$ cat config.mk
export PLATFORM = sky130hd
export DESIGN_NAME = condlogic_pipe
export DESIGN_NICKNAME = d
export VERILOG_FILES = /design/src/rtl/cond_pkg.sv /design/src/rtl/cond_eval.sv /design/src/rtl/condlogic_pipe.sv
export SDC_FILE = /design/constraint.sdc
export NUM_CORES = 1
export LEC_CHECK = 0
export ABC_AREA = 1
export CORE_ASPECT_RATIO = 0.7
export CORE_UTILIZATION = 38
export DETAILED_ROUTE_END_ITERATION = 10
export DONT_BUFFER_PORTS = 1
export PLACE_DENSITY = 0.49
export SLEW_MARGIN = 5
export SYNTH_ARGS = -nofsm -noshare
export SYNTH_HDL_FRONTEND = slang
export SYNTH_HIERARCHICAL = 1
export SYNTH_SLANG_ARGS = --single-unit
$ cat constraint.sdc
create_clock -name CLK -period 5.6 [get_ports CLK]
set_clock_uncertainty 0.15 [all_clocks]
set_input_delay 1.12 -clock CLK [delete_from_list [all_inputs] [get_ports CLK]]
set_output_delay 1.12 -clock CLK [all_outputs]
set_load 0.005 [all_outputs]
$ cat src/rtl/cond_pkg.sv
// rtl/cond_pkg.sv - condition codes and NZCV flag indices shared by the condition logic
package cond_pkg;

    typedef enum logic [3:0] {
        COND_EQ = 4'h0,
        COND_NE = 4'h1,
        COND_CS = 4'h2,
        COND_CC = 4'h3,
        COND_MI = 4'h4,
        COND_PL = 4'h5,
        COND_VS = 4'h6,
        COND_VC = 4'h7,
        COND_HI = 4'h8,
        COND_LS = 4'h9,
        COND_GE = 4'hA,
        COND_LT = 4'hB,
        COND_GT = 4'hC,
        COND_LE = 4'hD,
        COND_AL = 4'hE,
        COND_NV = 4'hF
    } cond_e;

    localparam int FLAG_N = 3;
    localparam int FLAG_Z = 2;
    localparam int FLAG_C = 1;
    localparam int FLAG_V = 0;

endpackage

$ cat src/rtl/cond_eval.sv
// rtl/cond_eval.sv - combinational ARM condition-code evaluation against NZCV flags
module cond_eval
    import cond_pkg::*;
(
    input  cond_e      cond,
    input  logic [3:0] flags,
    output logic       cond_true
);

    logic n, z, c, v;

    always_comb begin
        n = flags[FLAG_N];
        z = flags[FLAG_Z];
        c = flags[FLAG_C];
        v = flags[FLAG_V];
        cond_true = 1'b1;
        case (cond)
            COND_EQ: cond_true = z;
            COND_NE: cond_true = ~z;
            COND_CS: cond_true = c;
            COND_CC: cond_true = ~c;
            COND_MI: cond_true = n;
            COND_PL: cond_true = ~n;
            COND_VS: cond_true = v;
            COND_VC: cond_true = ~v;
            COND_HI: cond_true = c & ~z;
            COND_LS: cond_true = ~c | z;
            COND_GE: cond_true = (n == v);
            COND_LT: cond_true = (n != v);
            COND_GT: cond_true = ~z & (n == v);
            COND_LE: cond_true = z | (n != v);
            // AL and the 1111 encoding both execute unconditionally
            default: cond_true = 1'b1;
        endcase
    end

endmodule

$ cat src/rtl/condlogic_pipe.sv
// rtl/condlogic_pipe.sv - Execute-stage NZCV flags, condition gating and squash counter (optional shadow: CONDLOGIC_SHADOW_EN)
module condlogic_pipe
    import cond_pkg::*;
#(
    parameter int NUM_GROUPS = 2,
    parameter int CTRL_W     = 3,
    parameter int COUNT_W    = 16
) (
    input  logic                  CLK,
    input  logic                  Reset,
    input  logic                  StallE,
    input  logic                  FlushE,
    input  logic [3:0]            CondE,
    input  logic [3:0]            ALUFlags,
    input  logic [NUM_GROUPS-1:0] FlagWriteE,
    input  logic [CTRL_W-1:0]     CtrlE,
    input  logic                  SaveFlags,
    input  logic                  RestoreFlags,
    output logic [3:0]            Flags,
    output logic                  CondExE,
    output logic [NUM_GROUPS-1:0] FlagWriteGatedE,
    output logic [CTRL_W-1:0]     CtrlGatedE,
    output logic [COUNT_W-1:0]    SquashCount
);

    localparam int GW = 4 / NUM_GROUPS;

    if (!(NUM_GROUPS == 1 || NUM_GROUPS == 2 || NUM_GROUPS == 4)) begin : g_bad_groups
        $fatal(1, "condlogic_pipe: NUM_GROUPS must be 1, 2 or 4");
    end

    logic cond_true;
    logic ex;
    logic [GW-1:0] grp_q [NUM_GROUPS];

    // Evaluated against registered flags; forwarding of ALUFlags is not done here
    cond_eval u_cond_eval (
        .cond      (cond_e'(CondE)),
        .flags     (Flags),
        .cond_true (cond_true)
    );

    assign CondExE         = cond_true & ~FlushE;
    assign ex              = CondExE & ~StallE;
    assign FlagWriteGatedE = FlagWriteE & {NUM_GROUPS{ex}};
    assign CtrlGatedE      = CtrlE & {CTRL_W{CondExE}};

`ifdef CONDLOGIC_SHADOW_EN
    logic [3:0] shadow_q;

    // Save samples pre-edge Flags while restore loads pre-edge shadow, so both together swap
    always_ff @(posedge CLK) begin
        if (!Reset) begin
            shadow_q <= 4'b0000;
        end else if (SaveFlags) begin
            shadow_q <= Flags;
        end
    end
`else
    logic unused_shadow_ctl;
    assign unused_shadow_ctl = &{1'b0, SaveFlags, RestoreFlags};
`endif

    for (genvar g = 0; g < NUM_GROUPS; g++) begin : g_group
        always_ff @(posedge CLK) begin
            if (!Reset) begin
                grp_q[g] <= '0;
`ifdef CONDLOGIC_SHADOW_EN
            end else if (RestoreFlags) begin
                grp_q[g] <= shadow_q[g*GW +: GW];
`endif
            end else if (FlagWriteGatedE[g]) begin
                grp_q[g] <= ALUFlags[g*GW +: GW];
            end
        end
        assign Flags[g*GW +: GW] = grp_q[g];
    end

    always_ff @(posedge CLK) begin
        if (!Reset) begin
            SquashCount <= '0;
        end else if (~StallE && ~FlushE && ~cond_true && (SquashCount != {COUNT_W{1'b1}})) begin
            SquashCount <= SquashCount + 1'b1;
        end
    end

endmodule

==> impl_results.md, run 1 <==
- CTS Root Cell: clkbuf_8
- Top cells by count, synth: nand2_1 (58), nor2_1 (46), inv_1 (25)
- Antenna violations before repair: 0
- Final core utilization: 44.68%
- Synth Cell Area: 1333 um2
- Final period utilization: 60.64%
- Remaining antenna violation count: 0
- FFs w/ async S/R, synth: 0%
- Critical Path Max Stage Delay: 0.16 ns
- Area leader, netlist: dfxtp_1
- Setup TNS: 0 ns
- Die width: 72.78 um
- Max Root-Sink Buffers: 2
- Rows: 17
- Initial drt markers: 86
- Post-Place Cell Area: 1383 um2
- Synth top area cells: dfxtp_1 (24%), nand2_1 (16%), nor2_1 (13%), edfxtp_1 (9.0%), nand3_1 (8.3%)
- Multi-input gate area: 785.8 um2
- Crit end category: primary output
- Synth-to-Final Area Change: 9.108%
- First-pass DRT Iterations: 4
- Post-synth EDFFs: 4
- Worst slew pin tran: 0.3138 ns
- Min Tclk post-route: 3.396 ns
- CTS buffer count: 3
- Logic pwr share: 8.4%
- Worst setup path class: in -> out
- Setup Fix Bufs, Post-CTS: 0
- Hold_ws: 0.4011 ns
- Largest net degree at the start of global routing: 19
- Register area: 440.4 um2
- Total grt overflow: 0
- Share of power burned in registers: 46.8%
- Switching pwr: 72.85 uW
- Worst skew pair latency: 0.26 ns
- Number of vias per cell: 4.845
- Ports: 45
- Max cap viols: 0
- Worst path slowest cell: nor2_1
- CP Max Fanout: 6
- Worst-path clk slew: 0.08 ns
- Most frequent CP cell: nor2_1
- R2r setup slk: 3.32 ns
- Syn avg cell area: 6.169 um2
- Clock power frac: 44.8%
- Crit start category: input port
- Starting Density: 40.95%
- Critical path, cell by cell: inv_1 > nor2_1 > nand2_1 > nor2_1 > nand2_1 > nand2_1 > nor2_1 > nand2_1 > inv_1 > nor2_1 > inv_1 > nor2_1
- Port buffer count: 0
- Core area: 3254 um2
- DR WL/cell: 12.24 um
- Synthesis Warnings: 6
- First-pass GRT wire length: 5175 um
- Leak pwr: 0.6042 nW
- Vias in the first global route: 1,112
- Final nets: 239
- Hold path cells: 2
- Slew HR: 79.05%
- Final setup violation count: 0
- Die Footprint: 3751 um2
- ANT cells: 0
- Seq/Total Area, Yosys: 33.05%
- Most numerous cell in the Yosys netlist: nand2_1
- Hold buffers post-CTS: 0
- Hold Violations, Final: 0
- Int Power: 254.2 uW
- Syn Nets: 236
- Post-CTS resize count: 0
- PwrDens: 224.9 nW/um2
- Post-Synthesis Cells: 216
- GRT Overall Usage: 18.23%
- Register bit total from synthesis: 20
- Switching fraction of total power: 22.28%
- Clk sink count: 20
- Die Ht: 51.55 um
- Worst Hold Class: reg -> reg
- H-tree depth: 1
- Top-area cell type share of the netlist area: 24.04%
- Final GP Congestion: 0.7536
- Synth Flop Type: dfxtp_1
- Drt total wl: 3244 um
- Dpl hpwl: 2512 um
- CTS tree: built
- WP data required: 4.33 ns
- Design Area, Final: 1454 um2
- Worst vdd ir: 0.0001097 V
- Layout cells sized above 1: 9.633%
- Worst r2r path cells: 16
- Status: completed
- Fmax: 294.5 MHz
- RSZ-0062 raised after global routing: false
- # DRC: 0
- Slew Limit Fails: 0
- Critical Path AT: 2.13 ns
- Final-layout fill cell count: 354
- Vias: 1,284
- Synth cell types: 23
## final cells by class
cell class / count / area share [%]
Sequential cell: 20 / 30.29
Clock buffer: 3 / 2.840
Inverter: 26 / 6.713
Clock inverter: 1 / 2.065
Tap cell: 47 / 4.045
Multi-Input combinational cell: 168 / 54.04
## power groups by stage
| stage | clock network, mW | registers (mW) | logic [mW] |
|---|---|---|---|
| 2_1_floorplan | 0 | 0.155 | 0.0241 |
| 3_3_place_gp | 0 | 0.156 | 0.0266 |
| 3_5_place_dp | 0 | 0.156 | 0.0271 |
| 4_1_cts | 0.150 | 0.153 | 0.0272 |
| 5_1_grt | 0.158 | 0.154 | 0.0322 |
| 6_report | 0.147 | 0.153 | 0.0275 |
## worst max-delay path, delay by kind of cell
kind,cells,cell delay (ns)
simple gates,9,0.81
buf+inv,3,0.21
## flip-flops by register name (all words and copies together) (netlist names)
signal,cells
grp_q,4
SquashCount,16
## kinds of logic (layout without fill, tap and decap cells)
group	count (synthesis)	after routing	share of synthesized area (%)
buf+inv	28	30	7.980
compound gates	21	21	8.169
simple gates	145	145	49.20
fa+ha+maj	1	1	0.9388
xor+xnor	1	1	0.6574
flops	20	20	33.05
## layer usage
| layer | GRT usage (%) | part of all wire, % | up-vias | routed length, um |
|---|---|---|---|---|
| li1 | - | - | 687 | - |
| met1 | 27.16 | 54 | 550 | 1744 |
| met2 | 25.39 | 37 | 47 | 1212 |
| met3 | 6.395 | 8.8 | 0 | 287 |
| met4 | 2.614 | 0 | 0 | 0 |
| met5 | 0 | 0 | - | 0 |
## placed cells by master (no fill, tap or decap)
master | netlist | final
bufinv_16 | 0 | 1
edfxtp_1 | 4 | 4
nand2_1 | 58 | 58
nor3b_1 | 1 | 1
ha_1 | 1 | 1
o21ai_0 | 3 | 3
clkbuf_8 | 0 | 3
inv_2 | 1 | 1
nor2_2 | 4 | 4
nor3_1 | 1 | 1
inv_1 | 25 | 25
a21oi_1 | 16 | 16
o21ai_1 | 1 | 1
nand2_4 | 1 | 1
nand3_1 | 22 | 22
nand4_2 | 1 | 1
dfxtp_1 | 16 | 16
nand4_1 | 2 | 2
xor2_1 | 1 | 1
nand2_2 | 4 | 4
o21ai_2 | 1 | 1
nor2_4 | 5 | 5
nor2_1 | 46 | 46
## path summary, 6_finish.rpt
kind                    from               to
max reg2reg      grp_q[0][1]  SquashCount[15]
min          SquashCount[12]  SquashCount[12]
min reg2reg  SquashCount[12]  SquashCount[12]
max                 CondE[3]    CtrlGatedE[1]
## metrics by stage
stage                     setup slack [ns]  instances  power [mW]
after floorplan                      2.394        216      0.1793
after global placement               2.190        261      0.1828
after detailed placement             2.216        261      0.1836
after CTS                            2.215        265      0.3304
after global routing                 1.977        265      0.3435
final                                2.204        265      0.3270
No activity file was read; power rests on OpenSTA's default activity.
==> run 2: changes to the inputs <==
Clock period 5.6 ns to 3.39 ns, I/O delays scaled along.
==> impl_results.md, run 2 (same netlist as run 1, synthesis figures left out) <==
- GRT Overall Usage: 18.34% (+0.11 points)
- Final period utilization: 77.07%
- Top reg by flops: SquashCount
- Most frequent cells in the layout: nand2_1 (58), nor2_1 (46), inv_1 (25), nand3_1 (22)
- Setup crit end: CtrlGatedE[1]
- Slew HR: 77.49% (-1.6 points)
- Remaining antenna violation count: 0 (unchanged)
- Min Tclk post-route: 2.613 ns
- WP data required: 2.56 ns (-1.77 ns)
- Slew Limit Fails: 0 (unchanged)
- Die Ht: 51.55 um (unchanged)
- Setup Fix Bufs, Post-CTS: 0 (unchanged)
- Die Footprint: 3751 um2 (unchanged)
- Worst Hold Class: in -> reg
- Number of vias per cell: 4.974 (+2.6%)
- Critical path startpoint: grp_q[0][0]
- DR WL/cell: 12.11 um (-1.0%)
- Reg-to-reg endpoint: SquashCount[15]
- Core area: 3254 um2 (unchanged)
- Worst setup path class: reg -> out
- Initial drt markers: 70 (-19%)
- # DRC: 0 (unchanged)
- Hold buffers post-CTS: 0 (unchanged)
- Worst r2r path cells: 16 (unchanged)
- Post-place setup slack: 0.8818 ns (-1.334 ns)
- First-pass DRT Iterations: 4 (unchanged)
- DP Cell Count: 261 (unchanged)
- Worst-path clk slew: 0.08 ns (about the same)
- Hold Violations, Final: 0 (unchanged)
- Hold_ws: 0.3764 ns (-0.02467 ns)
- Most common cell after layout, fill and taps aside: nand2_1
- Status: completed
- Largest register FFs: 16 (unchanged)
- First-pass GRT wire length: 5161 um (-0.27%)
- Origin of the critical flop-to-flop path: grp_q[0][1]
- Max Root-Sink Buffers: 2 (unchanged)
- CTS Root Cell: clkbuf_8
- Setup TNS: 0 ns (unchanged)
- ANT cells: 0 (unchanged)
- Total grt overflow: 0 (unchanged)
- Vias: 1,318 (+2.6%)
- CTS buffer count: 3 (unchanged)
- Leak pwr: 0.6042 nW (unchanged)
- Min setup slack post-route: 0.7775 ns (-1.426 ns)
- Antenna violations before repair: 0 (unchanged)
- Final-layout fill cell count: 364 (+2.8%)
- Post-CTS resize count: 0 (unchanged)
- RSZ-0062 raised after global routing: false
- Drt total wl: 3210 um (-1.0%)
- Crit start category: flop
- Worst vdd ir: 0.0002111 V (+93%)
- Rows: 17 (unchanged)
- Largest regs: SquashCount x16, grp_q x4
- Largest net degree at the start of global routing: 19 (unchanged)
- Fmax: 382.8 MHz
- Port buffer count: 0 (unchanged)
- PwrDens: 372.5 nW/um2 (+66%)
- Die width: 72.78 um (unchanged)
- Final cell count without fillers: 265 (unchanged)
- Worst slew pin tran: 0.3373 ns (+0.02346 ns)
- Final core utilization: 44.68% (unchanged)
- CTS tree: built
- Clk sink count: 20 (unchanged)
- Vias in the first global route: 1,083 (-2.6%)
- Synth-to-Final Area Change: 9.108% (unchanged)
- Ports: 45 (unchanged)
- R2r setup slk: 1.11 ns (-2.21 ns)
- Worst skew pair latency: 0.27 ns (about the same)
- CP Max Fanout: 5 (-1)
- Final GP Congestion: 0.7534 (about the same)
- Starting Density: 40.95% (unchanged)
- H-tree depth: 1 (unchanged)
- Max cap viols: 0 (unchanged)
- Final setup violation count: 0 (unchanged)
- Critical Path AT: 1.78 ns (-0.35 ns)
- Dpl hpwl: 2518 um (+0.25%)
- Layout cells sized above 1: 9.633% (unchanged)
- Crit end category: primary output
- Final nets: 239 (unchanged)
run 2: cell type report:
class / instances / area (um2) / share of cell area [%]
clock inverters: 1 / 30.03 / 2.065
clock buffers: 3 / 41.29 / 2.840
inverters: 26 / 97.59 / 6.713
flip-flops and latches: 20 / 440.4 / 30.29
well taps: 47 / 58.81 / 4.045
multi-input cells: 168 / 785.8 / 54.04
run 2: worst min-delay path by stage:
stage                               start         endpoint  slack (ns)  cells after the start
after floorplan           SquashCount[12]  SquashCount[12]        0.35                      2
after global placement     SquashCount[2]   SquashCount[2]        0.38                      2
after detailed placement  SquashCount[12]  SquashCount[12]        0.39                      2
after CTS                           Reset   SquashCount[4]        0.37                      2
after global routing                Reset   SquashCount[9]        0.36                      2
final                               Reset   SquashCount[3]        0.38                      2
run 2: worst max-delay path: stages, from the launching register on:
cell	delay [ns]
edfxtp_1	0.48
inv_1	0.11
nand2_1	0.08
nand3_1	0.11
nand2_1	0.06
nand2_1	0.05
nor2_1	0.04
nand2_1	0.13
inv_1	0.08
nor2_1	0.16
inv_1	0.09
nor2_1	0.13
run 2: power by group:
part / switching, mW / leakage [nW] / internal (mW)
Combinational: 0.0297 / 0.398 / 0.0155
Clock: 0.0858 / 0.0357 / 0.158
Sequential: 0.00618 / 0.171 / 0.247
Total: 0.122 / 0.604 / 0.420
run 2: stage by stage:
| stage | total power, mW | cell area, um2 |
|---|---|---|
| 2_1_floorplan | 0.2963 | 1333 |
| 3_3_place_gp | 0.3021 | 1383 |
| 3_5_place_dp | 0.3034 | 1383 |
| 4_1_cts | 0.5478 | 1454 |
| 5_1_grt | 0.5683 | 1454 |
| 6_report | 0.5416 | 1454 |
run 2: metal layers:
layer,track usage (%),share of wire [%],wire [um]
met1,26.74,52,1667
met3,7.171,9.1,293
met4,1.961,0,0
met5,0,0,0
met2,26.01,39,1248
